[src/rtl/morse_transmitter.sv]
// Sends one letter (A..H) as Morse on Light; Light/Busy are registered and rise on the edge that accepts Start.
// Start is only sampled in IDLE, so requests during a letter are dropped rather than queued.
module morse_transmitter #(
   parameter int UNIT_CYCLES = 25000000
) (
   input  logic       Clock,
   input  logic       Resetn,
   input  logic [2:0] Letter,
   input  logic       Start,
   output logic       Light,
   output logic       Busy
);

   localparam int CW = $clog2(3 * UNIT_CYCLES);
   localparam logic [CW-1:0] DOT_LAST  = CW'(UNIT_CYCLES - 1);
   localparam logic [CW-1:0] DASH_LAST = CW'(3 * UNIT_CYCLES - 1);

   typedef enum logic [1:0] {IDLE, ON, GAP} state_t;

   state_t        state_q, state_d;
   logic [CW-1:0] cnt_q, cnt_d;
   logic [3:0]    pat_q, pat_d;
   logic [2:0]    len_q, len_d;
   logic          light_q, light_d;
   logic          busy_q, busy_d;

   // Pattern is left-aligned: bit 3 is the element currently being sent.
   function automatic logic [6:0] encode(input logic [2:0] l);
      case (l)
         3'd0:    encode = {4'b0100, 3'd2};
         3'd1:    encode = {4'b1000, 3'd4};
         3'd2:    encode = {4'b1010, 3'd4};
         3'd3:    encode = {4'b1000, 3'd3};
         3'd4:    encode = {4'b0000, 3'd1};
         3'd5:    encode = {4'b0010, 3'd4};
         3'd6:    encode = {4'b1100, 3'd3};
         default: encode = {4'b0000, 3'd4};
      endcase
   endfunction

   always_comb begin
      state_d = state_q;
      cnt_d   = cnt_q + 1'b1;
      pat_d   = pat_q;
      len_d   = len_q;
      case (state_q)
         IDLE: begin
            cnt_d = '0;
            if (Start) begin
               {pat_d, len_d} = encode(Letter);
               state_d        = ON;
            end
         end
         ON: begin
            if (cnt_q == (pat_q[3] ? DASH_LAST : DOT_LAST)) begin
               cnt_d   = '0;
               state_d = GAP;
            end
         end
         GAP: begin
            if (cnt_q == DOT_LAST) begin
               cnt_d   = '0;
               pat_d   = {pat_q[2:0], 1'b0};
               len_d   = len_q - 3'd1;
               state_d = (len_q > 3'd1) ? ON : IDLE;
            end
         end
         default: begin
            cnt_d   = '0;
            state_d = IDLE;
         end
      endcase
      light_d = (state_d == ON);
      busy_d  = (state_d != IDLE);
   end

   always_ff @(posedge Clock or negedge Resetn) begin
      if (!Resetn) begin
         state_q <= IDLE;
         cnt_q   <= '0;
         pat_q   <= '0;
         len_q   <= '0;
         light_q <= 1'b0;
         busy_q  <= 1'b0;
      end else begin
         state_q <= state_d;
         cnt_q   <= cnt_d;
         pat_q   <= pat_d;
         len_q   <= len_d;
         light_q <= light_d;
         busy_q  <= busy_d;
      end
   end

   assign Light = light_q;
   assign Busy  = busy_q;

endmodule

[config.mk]
export PLATFORM = sky130hd
export DESIGN_NAME = morse_transmitter
export DESIGN_NICKNAME = d
export VERILOG_FILES = /design/src/rtl/morse_transmitter.sv
export SDC_FILE = /design/constraint.sdc
export NUM_CORES = 1
export LEC_CHECK = 0
export BUFFER_PORTS_ARGS = -buffer_cell sky130_fd_sc_hd__buf_4
export CAP_MARGIN = 10
export CORE_MARGIN = 2
export CORE_UTILIZATION = 40
export DETAILED_ROUTE_END_ITERATION = 7
export PLACE_DENSITY = 0.64
export SYNTH_ARGS = -nofsm -noshare
export SYNTH_HDL_FRONTEND = slang
export SYNTH_SLANG_ARGS = --single-unit
[constraint.sdc]
create_clock -name Clock -period 2.3 [get_ports Clock]
set_input_delay 0.46 -clock Clock [delete_from_list [all_inputs] [get_ports Clock]]
set_output_delay 0.46 -clock Clock [all_outputs]
set_load 0.01 [all_outputs]
# [Word level (Yosys, flattened, before mapping)]
# Index checks and enable logic that the tools add are counted.
# W data, S select, Z words.
[word_totals] ff_bits=38 latchBits=0 ram_bits=0 rom_bits=0 out_inout_bits=2 word_cells=43 n_memories=0
[classes] add_sub_neg=2 n_mul=0 div_mod_pow=0 order_cmp=1 n_eq_ne=13 shifts=0 mux=16 bitwise_logic=0 reduce_logical=5
[ops] cell="$mux W27" n=3
[ops] cell="$pmux W27 S2" n=1
[ops] cell="$pmux W7 S7" n=1
[ops] cell="$add A27 B1 Y27 const B" n=1
[ops] cell="$eq A27 B25 Y1 const B" n=1
[ops] cell="$eq A27 B27 Y1" n=1
[ops] cell="$eq A3 B3 Y1 const B" n=3
[ops] cell="$mux W4" n=2
[ops] cell="$pmux W4 S2" n=1
[ops] cell="$eq A3 B2 Y1 const B" n=2
[ops] cell="$mux W2" n=3
[ops] cell="$mux W3" n=2
[ops] cell="$pmux W2 S3" n=1
[ops] cell="$pmux W3 S2" n=1
[ops] cell="$eq A2 B1 Y1 const B" n=2
[ops] cell="$ne A2 B2 Y1 const B" n=2
[ops] cell="$reduce_bool A2 Y1" n=2
[ops] cell="$eq A3 B1 Y1 const B" n=1
[ops] cell="$gt A3 B1 Y1 const B" n=1
[ops] cell="$logic_not A3 Y1" n=1
[ops] cell="$reduce_and A3 Y1" n=1
[ops] cell="$sub A3 B1 Y3 const B" n=1
[ops] cell="$eq A2 B2 Y1 const B" n=1
[ops] cell="$logic_not A2 Y1" n=1
[ops] cell="$mux W1" n=1

# [Longest topological paths before layout]
[logic_depth] ltp_word=5 depth_mapped=7

# [Worst setup path before layout]
# No wires, ideal clock.
[synth_path] path_type="register -> register" from="register cnt_q[17]" to="register len_q[0]" t_arrival_ns=2.125 path_slack_ns=0.050 stages_incl_launch_ff=6 path_buffers=0 synth_period_minus_slack_ns=2.250 path_cell_list="dfrtp_1 -> or4b_1 -> nor4_4 -> a21boi_2 -> nor2_1 -> mux2_2"
[synth_between] elab_chain_len=3
[synth_lines] element="from (decl)" line_no="21" text="logic [CW-1:0] cnt_q, cnt_d;"
[synth_lines] element="from (signal assigned)" line_no="87" text="cnt_q <= cnt_d;"
[synth_lines] element="$eq A27 B25 Y1" line_no="61" text="if (cnt_q == DOT_LAST) begin"
[synth_lines] element="$ne A2 B2 Y1 (no line)"
[synth_lines] element="$reduce_and A3 Y1 (no line)"
[synth_lines] element="to (signal assigned)" line_no="89" text="len_q <= len_d;"
[synth_lines] element="to (decl)" line_no="23" text="logic [2:0] len_q, len_d;"
# No other way between the ends.
# A chain may end at the register's enable or synchronous reset.

# [Final worst setup path]
[layout_path] from="register cnt_q[9]" to="register cnt_q[1]"
[layout_between] elab_chain_len=3 word_cells_on_any_way=5
[layout_lines] element="$eq A27 B25 Y1 or $eq A27 B27 Y1 (tied branches)" line_no="61, 55"
[layout_lines] element="$mux W27 (on tied branches)" line_no="61, 55"
[layout_lines] element="$pmux W27 S2 *" line_no="46" text="case (state_q)"
[layout_lines] element="named net cnt_d[1]" line_no="21"
# The timed path passes the listed nets; every way through them passes the cells marked *.

==> impl_table.tex <==
\begin{tabular}{lr}
\hline
Metric & Value \\
\hline
\multicolumn{2}{l}{\textbf{STA}} \\
Worst slew pin tran & 515 ps \\
Final setup viols & 0 \\
Maximum clock frequency & 469 MHz \\
Minimum clock period after layout & 2130 ps \\
Worst max-slew margin expressed relative to the limit & 65.4\% \\
Setup tns final & 0 ps \\
Final period util & between 90 and 100\% \\
Max Slew Vio Count & 0 \\
Setup repair after global routing missed its margin & false \\
Final hold violations & 0 \\
Max Clock Skew & 5.67 ps \\
\multicolumn{2}{l}{\textbf{Global routing}} \\
Met1 Resource Use GR & 22.1\% \\
Met3 capacity usage during global routing & 3.10\% \\
Global route overflow & 0 \\
Initial antenna violation count & 0 \\
Routing layer with the top usage in global route & met2 \\
Met2 track demand over resource & 25.7\% \\
Maximum number of pins on one net before global-route repair & 38 \\
First-pass GRT wire length & around 7800 microns \\
GR Util All Layers & 15.8\% \\
Number of global-route vias before repair & 1626 \\
\multicolumn{2}{l}{\textbf{Clocking}} \\
Root buffer selected by CTS & sky130\_fd\_sc\_hd\_\_clkbuf\_8 \\
Number of buffers inserted for hold repair after clock tree synthesis & 0 \\
Clock slew at reported path FFs & $\sim$70 ps \\
CTS tree & done \\
Number of clock sinks & 37 \\
H-tree depth & 2 \\
Cts bufs inserted & 5 \\
Maximum root-to-sink buffer count & 2 \\
Worst-skew pair later-pin latency & 280 ps \\
\multicolumn{2}{l}{\textbf{Worst hold path}} \\
Class of the tightest hold or removal check & input pin to asynchronous set/reset pin \\
\multicolumn{2}{l}{\textbf{Worst setup path}} \\
Critical Path Source Type & flop \\
Largest fanout of any net on the critical path & 27 \\
Element type at the critical path end & flop \\
Arrival time reported for the critical path endpoint & 2310 ps \\
Worst setup path class & flop to flop \\
Worst endpoint required time & approximately 2500 ps \\
\multicolumn{2}{l}{\textbf{Status}} \\
Status & finished clean \\
\multicolumn{2}{l}{\textbf{Logic synthesis}} \\
Count of synthesis-stage warnings from yosys & 0 \\
Proportion of synthesized chip area in sequential cells & 41.9\% \\
Count of distinct cell types in the synthesized netlist & between 40 and 50 \\
Async set-reset flop share out of synthesis & 100\% \\
Post-Synthesis Cell Area & 0.00221 sq mm \\
Top FF cell, synth & sky130\_fd\_sc\_hd\_\_dfrtp\_1 \\
\#FFs+latches synth & 37 \\
Average footprint of a synthesized cell & around 10 sq um \\
Post-Syn Nets & 232 \\
Synthesized instance count & 219 \\
Number of enable flip-flop cells after synthesis & 0 \\
\multicolumn{2}{l}{\textbf{Floorplan}} \\
Full die area & approximately 0.006 sq mm \\
Core outline area & 0.00541 sq mm \\
Initial core utilization & 40.9\% \\
Horizontal extent of the die & 78.3 microns \\
Number of standard-cell rows in the floorplan & 27 \\
I/O pin cnt & 8 \\
Die height & 78.3 microns \\
\multicolumn{2}{l}{\textbf{Power and ir drop}} \\
Switching power as a share of total power & between 30\% and 40\% \\
Power share of the combinational group & 33.6\% \\
LEAKAGE & 0.000969 uW \\
Power after layout & 1920 uW \\
Switching Power & 622 uW \\
Flop pwr share & 42.6\% \\
VDD IR max & 0.371 mV \\
Pwr Density & 762 mW/mm\^{}2 \\
Clock share of power & roughly a quarter \\
Design internal power & 1300 uW \\
\multicolumn{2}{l}{\textbf{Layout}} \\
Synthesis-to-finish area growth & 14.0\% \\
Final Net Count & 252 \\
Most common library cell in the layout ignoring fill and taps & sky130\_fd\_sc\_hd\_\_dfrtp\_1 \\
Number of filler instances in the final layout & about 550 \\
Fraction of layout cells with a size suffix above 1 & 17.6\% \\
Antenna Diode Count & 0 \\
Most frequent cells in the layout & sky130\_fd\_sc\_hd\_\_dfrtp\_1 (37), sky130\_fd\_sc\_hd\_\_nor3b\_1 (26), sky130\_fd\_sc\_hd\_\_buf\_4 (18) \\
\multicolumn{2}{l}{\textbf{Routing}} \\
Average wire length per cell after detail routing & 14.0 microns \\
Routed vias/inst & $\sim$5.4 \\
Residual DRC count & 0 \\
Final ANT Viol Nets & 0 \\
Iteration-0 DRC Markers & 69 \\
Detailed Route WL & around 4400 microns \\
Number of detailed-route iterations in the first pass & 4 \\
Detailed-route via count & between 1500 and 2000 \\
\multicolumn{2}{l}{\textbf{Flow run}} \\
Maxcap violations & 0 \\
\multicolumn{2}{l}{\textbf{Placement}} \\
Sum of net half-perimeters after detailed placement & between 2000 and 3000 microns \\
Count of port buffers added during placement & 7 \\
Final weighted congestion in routability-driven placement & 0.751 \\
\hline
\end{tabular}
[per-layer routing]
| layer | wire, microns | part of all wire, % |
|---|---|---|
| met5 | 0 | 0 |
| met4 | 10 | 0.23 |
| met1 | 2210 | 51 |
| met2 | 2060 | 47 |
| met3 | 74 | 1.7 |
[logic make-up (layout without fill, tap and decap cells)]
kind of cell	after synthesis	count (layout)	synth area share, %
AO/OA/AOI/OAI	25	25	8.94
XOR/XNOR	26	26	10.3
adder cells (fa/ha/maj)	7	7	3.96
buffers and inverters	15	35	3.28
flip-flops	37	37	41.9
multiplexers	5	5	2.49
AND/OR/NAND/NOR	104	104	29.1
[layout make-up]
cell class                 count  area [sq um]  area share, %
clock buffer                   7          86.3           3.43
sequential                    37           926           36.7
tap                           72          90.1           3.57
timing repair buffer          19           155           6.16
inverter                       9          33.8           1.34
multi-input combinational    167          1230           48.8
[cell usage after synthesis (all sizes together), types with 5 or more instances]
library cell / number / area share (%)
a21oi: 7 / 1.8
nand4: 5 / 1.4
ha: 7 / 4.0
xor2: 11 / 4.4
nand3: 12 / 2.7
nor3b: 26 / 8.8
nor3: 8 / 1.8
nor4: 7 / 2.7
nor2: 10 / 1.7
inv: 9 / 1.5
xnor2: 15 / 5.9
dfrtp: 37 / 42
nand2: 14 / 2.4
[path summary, 6_finish.rpt]
check / startpoint / endpoint / slack (ps) / cells past startpoint
worst max register to register: cnt_q[9] / cnt_q[1] / 170 / 6
worst max-delay path: cnt_q[9] / cnt_q[1] / 170 / 6
worst min register to register: len_q[1] / len_q[1] / 510 / 1
min in group Clock: len_q[1] / len_q[1] / 510 / 1
worst min-delay path: Resetn / cnt_q[2] / 130 / 1
max in group asynchronous: Resetn / len_q[0] / 1820 / 1
[repair_timing]
action | in CTS | in global routing
buffers inserted | 0 | 0
gates resized for setup | 0 | 4
endpoints found under the setup margin | 0 | 8
[worst max-delay path: stages, from the launching register on]
cell	delay [ps]
sky130_fd_sc_hd__dfrtp_1	380
sky130_fd_sc_hd__or4b_4	550
sky130_fd_sc_hd__nor4_4	310
sky130_fd_sc_hd__o211ai_2	170
sky130_fd_sc_hd__a21oi_2	220
sky130_fd_sc_hd__buf_12	190
sky130_fd_sc_hd__and3b_1	190
[power by group through the flow]
stage / Clock, uW / Sequential (uW) / Combinational [uW]
floorplan: 0 / 822 / 466
detailed placement: 0 / 833 / 646
global placement: 0 / 829 / 643
global route: 499 / 833 / 726
finish: 458 / 817 / 644
CTS: 471 / 820 / 649
[through the flow]
stage	utilization (%)	hold slack, ps	std cells	setup slack [ps]	cell area [sq um]
finish	46.6	131	311	170	2520
global route	46.6	173	311	3.88	2520
CTS	46.3	152	311	103	2500
detailed placement	44.7	456	304	117	2420
global placement	44.7	454	304	123	2420
floorplan	-	164	219	50.1	2210
[registers in the layout, summed over array words and instances (netlist names)]
name	count
len_q	3
cnt_q	27
Light	1
Busy	1
pat_q	3
state_q	2
No activity file was read; power rests on OpenSTA's default activity.
